## config.mk

```make
export PLATFORM = sky130hd
export DESIGN_NAME = vga_timing_gen
export DESIGN_NICKNAME = d
export VERILOG_FILES = /design/src/rtl/vga_pkg.sv /design/src/rtl/vga_timing_gen_delay_line.sv /design/src/rtl/vga_timing_gen.sv
export SDC_FILE = /design/constraint.sdc
export NUM_CORES = 1
export LEC_CHECK = 0
export CAP_MARGIN = 20
export CORE_ASPECT_RATIO = 1.5
export CORE_MARGIN = 5
export CORE_UTILIZATION = 30
export DETAILED_ROUTE_END_ITERATION = 6
export HOLD_SLACK_MARGIN = 0.12
export PLACE_DENSITY_LB_ADDON = 0.12
export RECOVER_POWER = 50
export SLEW_MARGIN = 20
export SYNTH_ARGS = -nofsm -noshare
export SYNTH_HDL_FRONTEND = slang
export SYNTH_SLANG_ARGS = --single-unit
```

## constraint.sdc

```tcl
create_clock -name VGA_clock -period 4.3 [get_ports VGA_clock]
set_input_delay 0.645 -clock VGA_clock [delete_from_list [all_inputs] [get_ports VGA_clock]]
set_output_delay 0.645 -clock VGA_clock [all_outputs]
set_load 0.005 [all_outputs]
```

## src/rtl/vga_pkg.sv

```systemverilog
// Shared 640x480@60 timing defaults, sync polarity encodings and the
// per-pixel control bundle carried through the sync/blank delay line.
package vga_pkg;

    localparam int DEF_H_ACTIVE = 640;
    localparam int DEF_H_FP     = 16;
    localparam int DEF_H_SYNC   = 96;
    localparam int DEF_H_BP     = 48;
    localparam int DEF_V_ACTIVE = 480;
    localparam int DEF_V_FP     = 10;
    localparam int DEF_V_SYNC   = 2;
    localparam int DEF_V_BP     = 33;

    localparam logic POL_NEG = 1'b0;
    localparam logic POL_POS = 1'b1;

    typedef struct packed {
        logic h_sync;
        logic v_sync;
        logic blank_n;
    } vid_ctl_t;

    function automatic logic sync_level(input logic asserted, input logic pol);
        return asserted ? pol : ~pol;
    endfunction

endpackage

```

## src/rtl/vga_timing_gen_delay_line.sv

```systemverilog
// vga_delay_line: DEPTH-stage shift register that advances only when en is
// high; DEPTH=0 degenerates to a straight wire.
module vga_delay_line #(
    parameter int WIDTH = 3,
    parameter int DEPTH = 2
) (
    input  logic             VGA_clock,
    input  logic             reset,
    input  logic             en,
    input  logic [WIDTH-1:0] rst_val,
    input  logic [WIDTH-1:0] d,
    output logic [WIDTH-1:0] q
);

    generate
        if (DEPTH == 0) begin : g_wire
            logic unused_ok;
            assign unused_ok = ^{VGA_clock, reset, en, rst_val};
            assign q = d;
        end else begin : g_pipe
            logic [WIDTH-1:0] stages [DEPTH];

            always_ff @(posedge VGA_clock) begin
                if (reset) begin
                    for (int i = 0; i < DEPTH; i++) stages[i] <= rst_val;
                end else if (en) begin
                    stages[0] <= d;
                    for (int i = 1; i < DEPTH; i++) stages[i] <= stages[i-1];
                end
            end

            assign q = stages[DEPTH-1];
        end
    endgenerate

endmodule

```

## src/rtl/vga_timing_gen.sv

```systemverilog
// VGA raster timing: column/row/frame counters with undelayed position flags
// and sync/blank outputs re-timed through a pix_en-gated delay line.
module vga_timing_gen
    import vga_pkg::*;
#(
    parameter int   H_ACTIVE = DEF_H_ACTIVE,
    parameter int   H_FP     = DEF_H_FP,
    parameter int   H_SYNC   = DEF_H_SYNC,
    parameter int   H_BP     = DEF_H_BP,
    parameter int   V_ACTIVE = DEF_V_ACTIVE,
    parameter int   V_FP     = DEF_V_FP,
    parameter int   V_SYNC   = DEF_V_SYNC,
    parameter int   V_BP     = DEF_V_BP,
    parameter logic HS_POL   = POL_NEG,
    parameter logic VS_POL   = POL_NEG,
    parameter int   PIPE_DLY = 2,
    parameter int   XW       = 10,
    parameter int   YW       = 10,
    parameter int   FCW      = 16
) (
    input  logic           VGA_clock,
    input  logic           reset,
    input  logic           pix_en,
    output logic           h_sync,
    output logic           v_sync,
    output logic           blank_n,
    output logic [XW-1:0]  x,
    output logic [YW-1:0]  y,
    output logic           active,
    output logic           line_start,
    output logic           frame_start,
    output logic [FCW-1:0] frame_count
);

    localparam int H_TOTAL = H_ACTIVE + H_FP + H_SYNC + H_BP;
    localparam int V_TOTAL = V_ACTIVE + V_FP + V_SYNC + V_BP;

    generate
        if (H_TOTAL > (1 << XW) || V_TOTAL > (1 << YW)) begin : g_bad_size
            $error("vga_timing_gen: H_TOTAL/V_TOTAL do not fit in XW/YW");
        end
        if (PIPE_DLY < 0 || PIPE_DLY > 7) begin : g_bad_dly
            $error("vga_timing_gen: PIPE_DLY must be 0..7");
        end
    endgenerate

    // One extra bit so a bound equal to 2^XW / 2^YW still compares correctly.
    localparam logic [XW:0] X_LAST   = (XW+1)'(H_TOTAL - 1);
    localparam logic [XW:0] X_ACT    = (XW+1)'(H_ACTIVE);
    localparam logic [XW:0] X_HS_BEG = (XW+1)'(H_ACTIVE + H_FP);
    localparam logic [XW:0] X_HS_END = (XW+1)'(H_ACTIVE + H_FP + H_SYNC);
    localparam logic [YW:0] Y_LAST   = (YW+1)'(V_TOTAL - 1);
    localparam logic [YW:0] Y_ACT    = (YW+1)'(V_ACTIVE);
    localparam logic [YW:0] Y_VS_BEG = (YW+1)'(V_ACTIVE + V_FP);
    localparam logic [YW:0] Y_VS_END = (YW+1)'(V_ACTIVE + V_FP + V_SYNC);

    logic [XW:0] x_ext;
    logic [YW:0] y_ext;
    logic        x_last, y_last, h_raw, v_raw;
    vid_ctl_t    ctl_raw, ctl_rst, ctl_dly;

    assign x_ext  = {1'b0, x};
    assign y_ext  = {1'b0, y};
    assign x_last = (x_ext == X_LAST);
    assign y_last = (y_ext == Y_LAST);

    always_ff @(posedge VGA_clock) begin
        if (reset) begin
            x           <= '0;
            y           <= '0;
            frame_count <= '0;
        end else if (pix_en) begin
            if (x_last) begin
                x <= '0;
                if (y_last) begin
                    y           <= '0;
                    frame_count <= frame_count + 1'b1;
                end else begin
                    y <= y + 1'b1;
                end
            end else begin
                x <= x + 1'b1;
            end
        end
    end

    assign active      = (x_ext < X_ACT) && (y_ext < Y_ACT);
    assign h_raw       = (x_ext >= X_HS_BEG) && (x_ext < X_HS_END);
    assign v_raw       = (y_ext >= Y_VS_BEG) && (y_ext < Y_VS_END);
    assign line_start  = pix_en && (x == '0);
    assign frame_start = pix_en && (x == '0) && (y == '0);

    assign ctl_raw = '{h_sync: sync_level(h_raw, HS_POL),
                       v_sync: sync_level(v_raw, VS_POL),
                       blank_n: active};
    assign ctl_rst = '{h_sync: ~HS_POL, v_sync: ~VS_POL, blank_n: 1'b0};

    vga_delay_line #(
        .WIDTH(3),
        .DEPTH(PIPE_DLY)
    ) u_delay_line (
        .VGA_clock(VGA_clock),
        .reset    (reset),
        .en       (pix_en),
        .rst_val  (ctl_rst),
        .d        (ctl_raw),
        .q        (ctl_dly)
    );

    assign h_sync  = ctl_dly.h_sync;
    assign v_sync  = ctl_dly.v_sync;
    assign blank_n = ctl_dly.blank_n;

endmodule

```

**Word level (Yosys, flattened, before mapping)**

Memories as Yosys holds them, arrays and structs flattened.
Cells that the tools add are included.

- Add/subtract/negate cells: 3
- Order comparisons: 6
- Multiplexer cells: 11
- Bitwise gates (word level): 2
- Eq/ne operators: 2
- Reductions and logical operators: 9

Operators with widths:

| cell | count |
|---|---|
| $add 10x1->10 const B | 2 |
| $eq 10x10->1 const B | 2 |
| $logic_not 10->1 | 2 |
| $lt 10x10->1 const B | 2 |
| $lt 10x9->1 const B | 2 |
| $mux 10 | 2 |
| $add 16x1->16 const B | 1 |
| $ge 10x10->1 const B | 1 |
| $ge 10x9->1 const B | 1 |
| $mux 1 | 7 |
| $mux 3 | 2 |
| $logic_and 1x1->1 | 5 |
| $reduce_and 3->1 | 1 |
| $or 1x1->1 | 2 |
| $reduce_and 2->1 | 1 |

- Word-level logic and storage cells: 37
- Bits of input ports: 3
- Register bits after elaboration: 36
- Bits in writable memories: 6
- Memories: 1

Memory list:

| name | depth | bits a word | rd ports | clocked after memory_dff | wr ports | line | source |
|---|---|---|---|---|---|---|---|
| u_delay_line.g_pipe.stages | 2 | 3 | 2 | 0 | 2 | vga_timing_gen_delay_line.sv:21 | `logic [WIDTH-1:0] stages [DEPTH];` |

**Depth between registers and ports, before layout**

- Depth in word-level cells: 4
- Gate-level depth with buffers: 8
- Gate-level depth less buffers: 6

**Hierarchy**

A second synthesis with hierarchy kept.

- Cell total of the unflattened synthesis: 253
- Area total of the unflattened synthesis: 2257.2 um2

Modules (own cells, without submodules):

| module | area each (um2) | times used | cells each | sequential area each (um2) |
|---|---|---|---|---|
| vga_timing_gen | 1953.1 | 1 | 235 | 720.7 |
| vga_delay_line | 304.0 | 1 | 18 | 180.2 |

**Least setup slack after synthesis**

OpenSTA, ideal clock, no wires.

- Path type: input to output
- From: input port pix_en
- To: output port frame_start
- Arrival: 1.459 ns
- Cell stages on the path: 4
- Required time: 3.655 ns
- Setup slack: 2.196 ns
- Cells stage by stage: clkbuf_1 > nor4b_1 > and3_1 > and4_1

- Longest elaborated chain between the ends: 2

Ends and longest elaborated chain:

| item | line | source |
|---|---|---|
| from (decl) | vga_timing_gen.sv:23 | `input logic pix_en,` |
| $logic_and 1x1->1 | -- |  |
| named net line_start | vga_timing_gen.sv:30 | `output logic line_start,` |
| $logic_and 1x1->1 | vga_timing_gen.sv:91 | `assign frame_start = pix_en && (x == '0) && (y == '0);` |
| to (decl) | vga_timing_gen.sv:31 | `output logic frame_start,` |

The timed path passes the listed nets, and every way through them passes these cells.

**Worst setup path in the final report**

- From: input port pix_en
- To: output port frame_start

- Longest elaborated chain between the ends: 2

Ends and longest elaborated chain:

| item | line |
|---|---|
| $logic_and 1x1->1 (2 in series) | vga_timing_gen.sv:91 |

Every way passes these cells.

==> metrics.yaml <==
outcome:
  outcome: "finished clean"
timing:
  tns_ns: 0
  fin_skew_ns: 0.01003
  finalHoldViolations: 0
  tightest_slew_ns: 0.5422
  finalSetupViolCount: 0
  finalCriticalPeriod_ns: 3.447
  max_freq_ghz: 0.2901
  grt_setup_unrepaired: "no"
  period_share: 0.8016
  max_slew_margin: 0.6386
  slew_violations: 0
  holdWs_ns: 0.5013
route:
  drt-initial-drc-count: 90
  num_vias: 2021
  via_per_inst: 5.195
  ant_nets: 0
  wire_per_inst_microns: 15.01
  dr.pass1.iters: 4
  wirelength_mm: 5.837
  drcViolationCount: 0
layout:
  final_nets: 296
  area_growth_pct: 25.87
  layout-drive-gt1-share: 0.06574
  diodes: 0
worst_setup_path:
  rr_startpoint: "x[1]$_SDFFE_PP0P_"
  cp_slowest_cell: "dlygate4sd3_1"
  reg2reg_slack_ns: 1.81
  start_kind: "input port"
  critPathRequiredTime_ns: 3.65
  slowest_delay_ns: 0.54
  cp_num_buf_inv: 3
  cp_max_fo: 13
  worstSetupPathType: "in -> out"
  path_delay_family: "buffers and inverters"
  rr_worst_depth: 5
  critPathCaptureType: "output port"
  r2r-end: "y[5]$_SDFFE_PP0P_"
  path_cells: "dlygate4sd3_1 -> clkbuf_1 -> nor4b_1 -> and3_1 -> and4_1 -> clkdlybuf4s50_1"
  arrival_ns: 2.80
power_and_ir_drop:
  clkPwrFrac: 0.381
  swShare: 0.2269
  cellLeakagePower_nw: 1.000
  sequentialPowerShare: 0.570
  p_per_area_nw_per_um2: 252.6
  switchingPower_w: 0.0001612
  internal_power_w: 0.0005492
  pwr-share-comb: 0.049
  peakVddDrop_mv: 0.1497
clock_tree:
  cts_made_buffers: 5
  htreeDepth: 2
  cts_sinks: 42
  cts-root-buf: "clkbuf_8"
  cts_tree: "done"
  clkTransAtPathRegs_ns: 0.09
  clockBufferDepth: 2
  clk_latency_ns: 0.30
  post_cts_resized: 0
  post_cts_buffers: 0
  holdBufCountCts: 0
yosys:
  synth-seq-cells: 42
  syn_nets: 258
  synth_cell_types: 42
  synth.avg_cell_area_sq_um: 8.939
  netlist_instances: 250
  synth_edf_count: 6
  synth.top_cell.area_share: 0.3225
  yosysTopAreaCell: "dfxtp_1"
  synth.area.top_cells: "dfxtp_1 (32%), edfxtp_1 (8.1%), nand4_1 (4.2%), a21oi_1 (4.0%), nor2_1 (3.5%)"
  synth_flop_cell: "dfxtp_1"
  ys_seq_area_frac: 0.4031
  yosys_warnings: 0
  syn_area_sq_um: 2235
  async_reset_ff_frac: 0
global_routing:
  grt_pass1_vias: 1880
  grt_overflow: 0
  antenna_found_initial: 0
  grt_pass1_wl_mm: 9.294
  grt_use_total: 0.1284
  grt_max_degree: 31
die:
  fp.dieH_microns: 115.7
  fp.dieW_microns: 80.47
  dieArea_sq_um: 9310
  rows: 38
  core_sq_um: 7274
  initial_core_util: 0.3072
  io_pins: 45
hold_path:
  min_path_cells: 1
  hold_path_class: "reg -> reg"
  min_from: "u_delay_line.g_pipe.stages[0][1]$_SDFFCE_PN1P_"
  whs_endpoint: "u_delay_line.g_pipe.stages[0][4]$_SDFFCE_PN1P_"
place:
  port_buffers: 44
  dp_hpwl_mm: 4.097
  gp_congestion: 0.7887
flow_run:
  drv_cap: 0
[power by group through the flow]
stage          clock [W]  sequential (W)  combinational, W
6_report        0.000271        0.000405         0.0000345
5_1_grt         0.000300        0.000406         0.0000385
4_1_cts         0.000284        0.000405         0.0000376
3_5_place_dp           0        0.000415         0.0000374
3_3_place_gp           0        0.000414         0.0000369
2_1_floorplan          0        0.000414         0.0000177
[cells in the final DEF (no fill, tap or decap), types with 2 or more instances in the layout]
master,synthesis,layout
a21oi_1,18,18
and2_0,0,2
and2_1,5,3
and3_1,9,9
and4_1,6,6
clkbuf_1,6,4
clkbuf_8,0,6
clkdlybuf4s50_1,0,16
dfxtp_1,36,36
dlygate4sd3_1,0,28
edfxtp_1,6,6
ha_1,5,5
inv_1,9,9
mux2_2,6,6
nand2_1,8,8
nand2b_1,4,4
nand3_1,14,14
nand4_1,15,15
nor2_1,21,21
nor2b_1,7,7
nor3_1,5,5
nor4_1,2,2
nor4b_1,3,3
o21ai_0,8,8
o31ai_1,8,8
or3_1,8,8
or4_1,8,8
xnor2_1,6,6
xor2_1,5,5
[per-stage QoR]
step,worst slack (ns),std cells,util,power [W],cell area [sq um]
after floorplan,2.196,250,-,0.0004318,2235
after global placement,1.260,381,0.3753,0.0004513,2730
after detailed placement,1.211,381,0.3753,0.0004521,2730
after CTS,1.201,389,0.3877,0.0007270,2820
after global routing,0.7093,389,0.3867,0.0007443,2813
final,0.8531,389,0.3867,0.0007104,2813
[worst max-delay path by stage]
stage                   to   start  cells past startpoint  slack, ns
2_1_floorplan  frame_start  pix_en                      4       2.20
6_report       frame_start  pix_en                      6       0.85
4_1_cts        frame_start  pix_en                      6       1.20
3_3_place_gp   frame_start  pix_en                      6       1.26
3_5_place_dp   frame_start  pix_en                      6       1.21
5_1_grt        frame_start  pix_en                      6       0.71
[cells in the mapped netlist, drive strengths merged, types with 9 or more instances]
library cell / count
dfxtp: 36
nor2: 21
a21oi: 18
nand4: 16
nand3: 15
and3: 9
inv: 9
[sequential cells by signal, indices dropped and copies added (netlist names)]
name and cells:
x 10, frame_count 16, u_delay_line.g_pipe.stages 6, y 10
[routing by layer]
layer	vias to the layer above	global-route usage	wire length, microns
met5	-	0	0
met4	0	0.07328	199
met3	20	0.03033	276
met2	57	0.2129	2879
met1	946	0.1500	2481
li1	998	-	-
[area by class of cell]
cell class	count	area (sq um)
inverters	9	33.78
repair buffers	47	455.4
fillers	737	4462
multi-input cells	183	1207
clock buffers	8	90.09
well taps	100	125.1
flip-flops and latches	42	900.9
[logic make-up after synthesis]
| family | synth area share |
|---|---|
| flip-flops | 0.4031 |
| adder cells (fa/ha/maj) | 0.02800 |
| XOR/XNOR | 0.04311 |
| multiplexers | 0.03023 |
| buffers and inverters | 0.05655 |
| AO/OA/AOI/OAI | 0.1002 |
| AND/OR/NAND/NOR | 0.3388 |
Power figures use the tool's default switching activity.
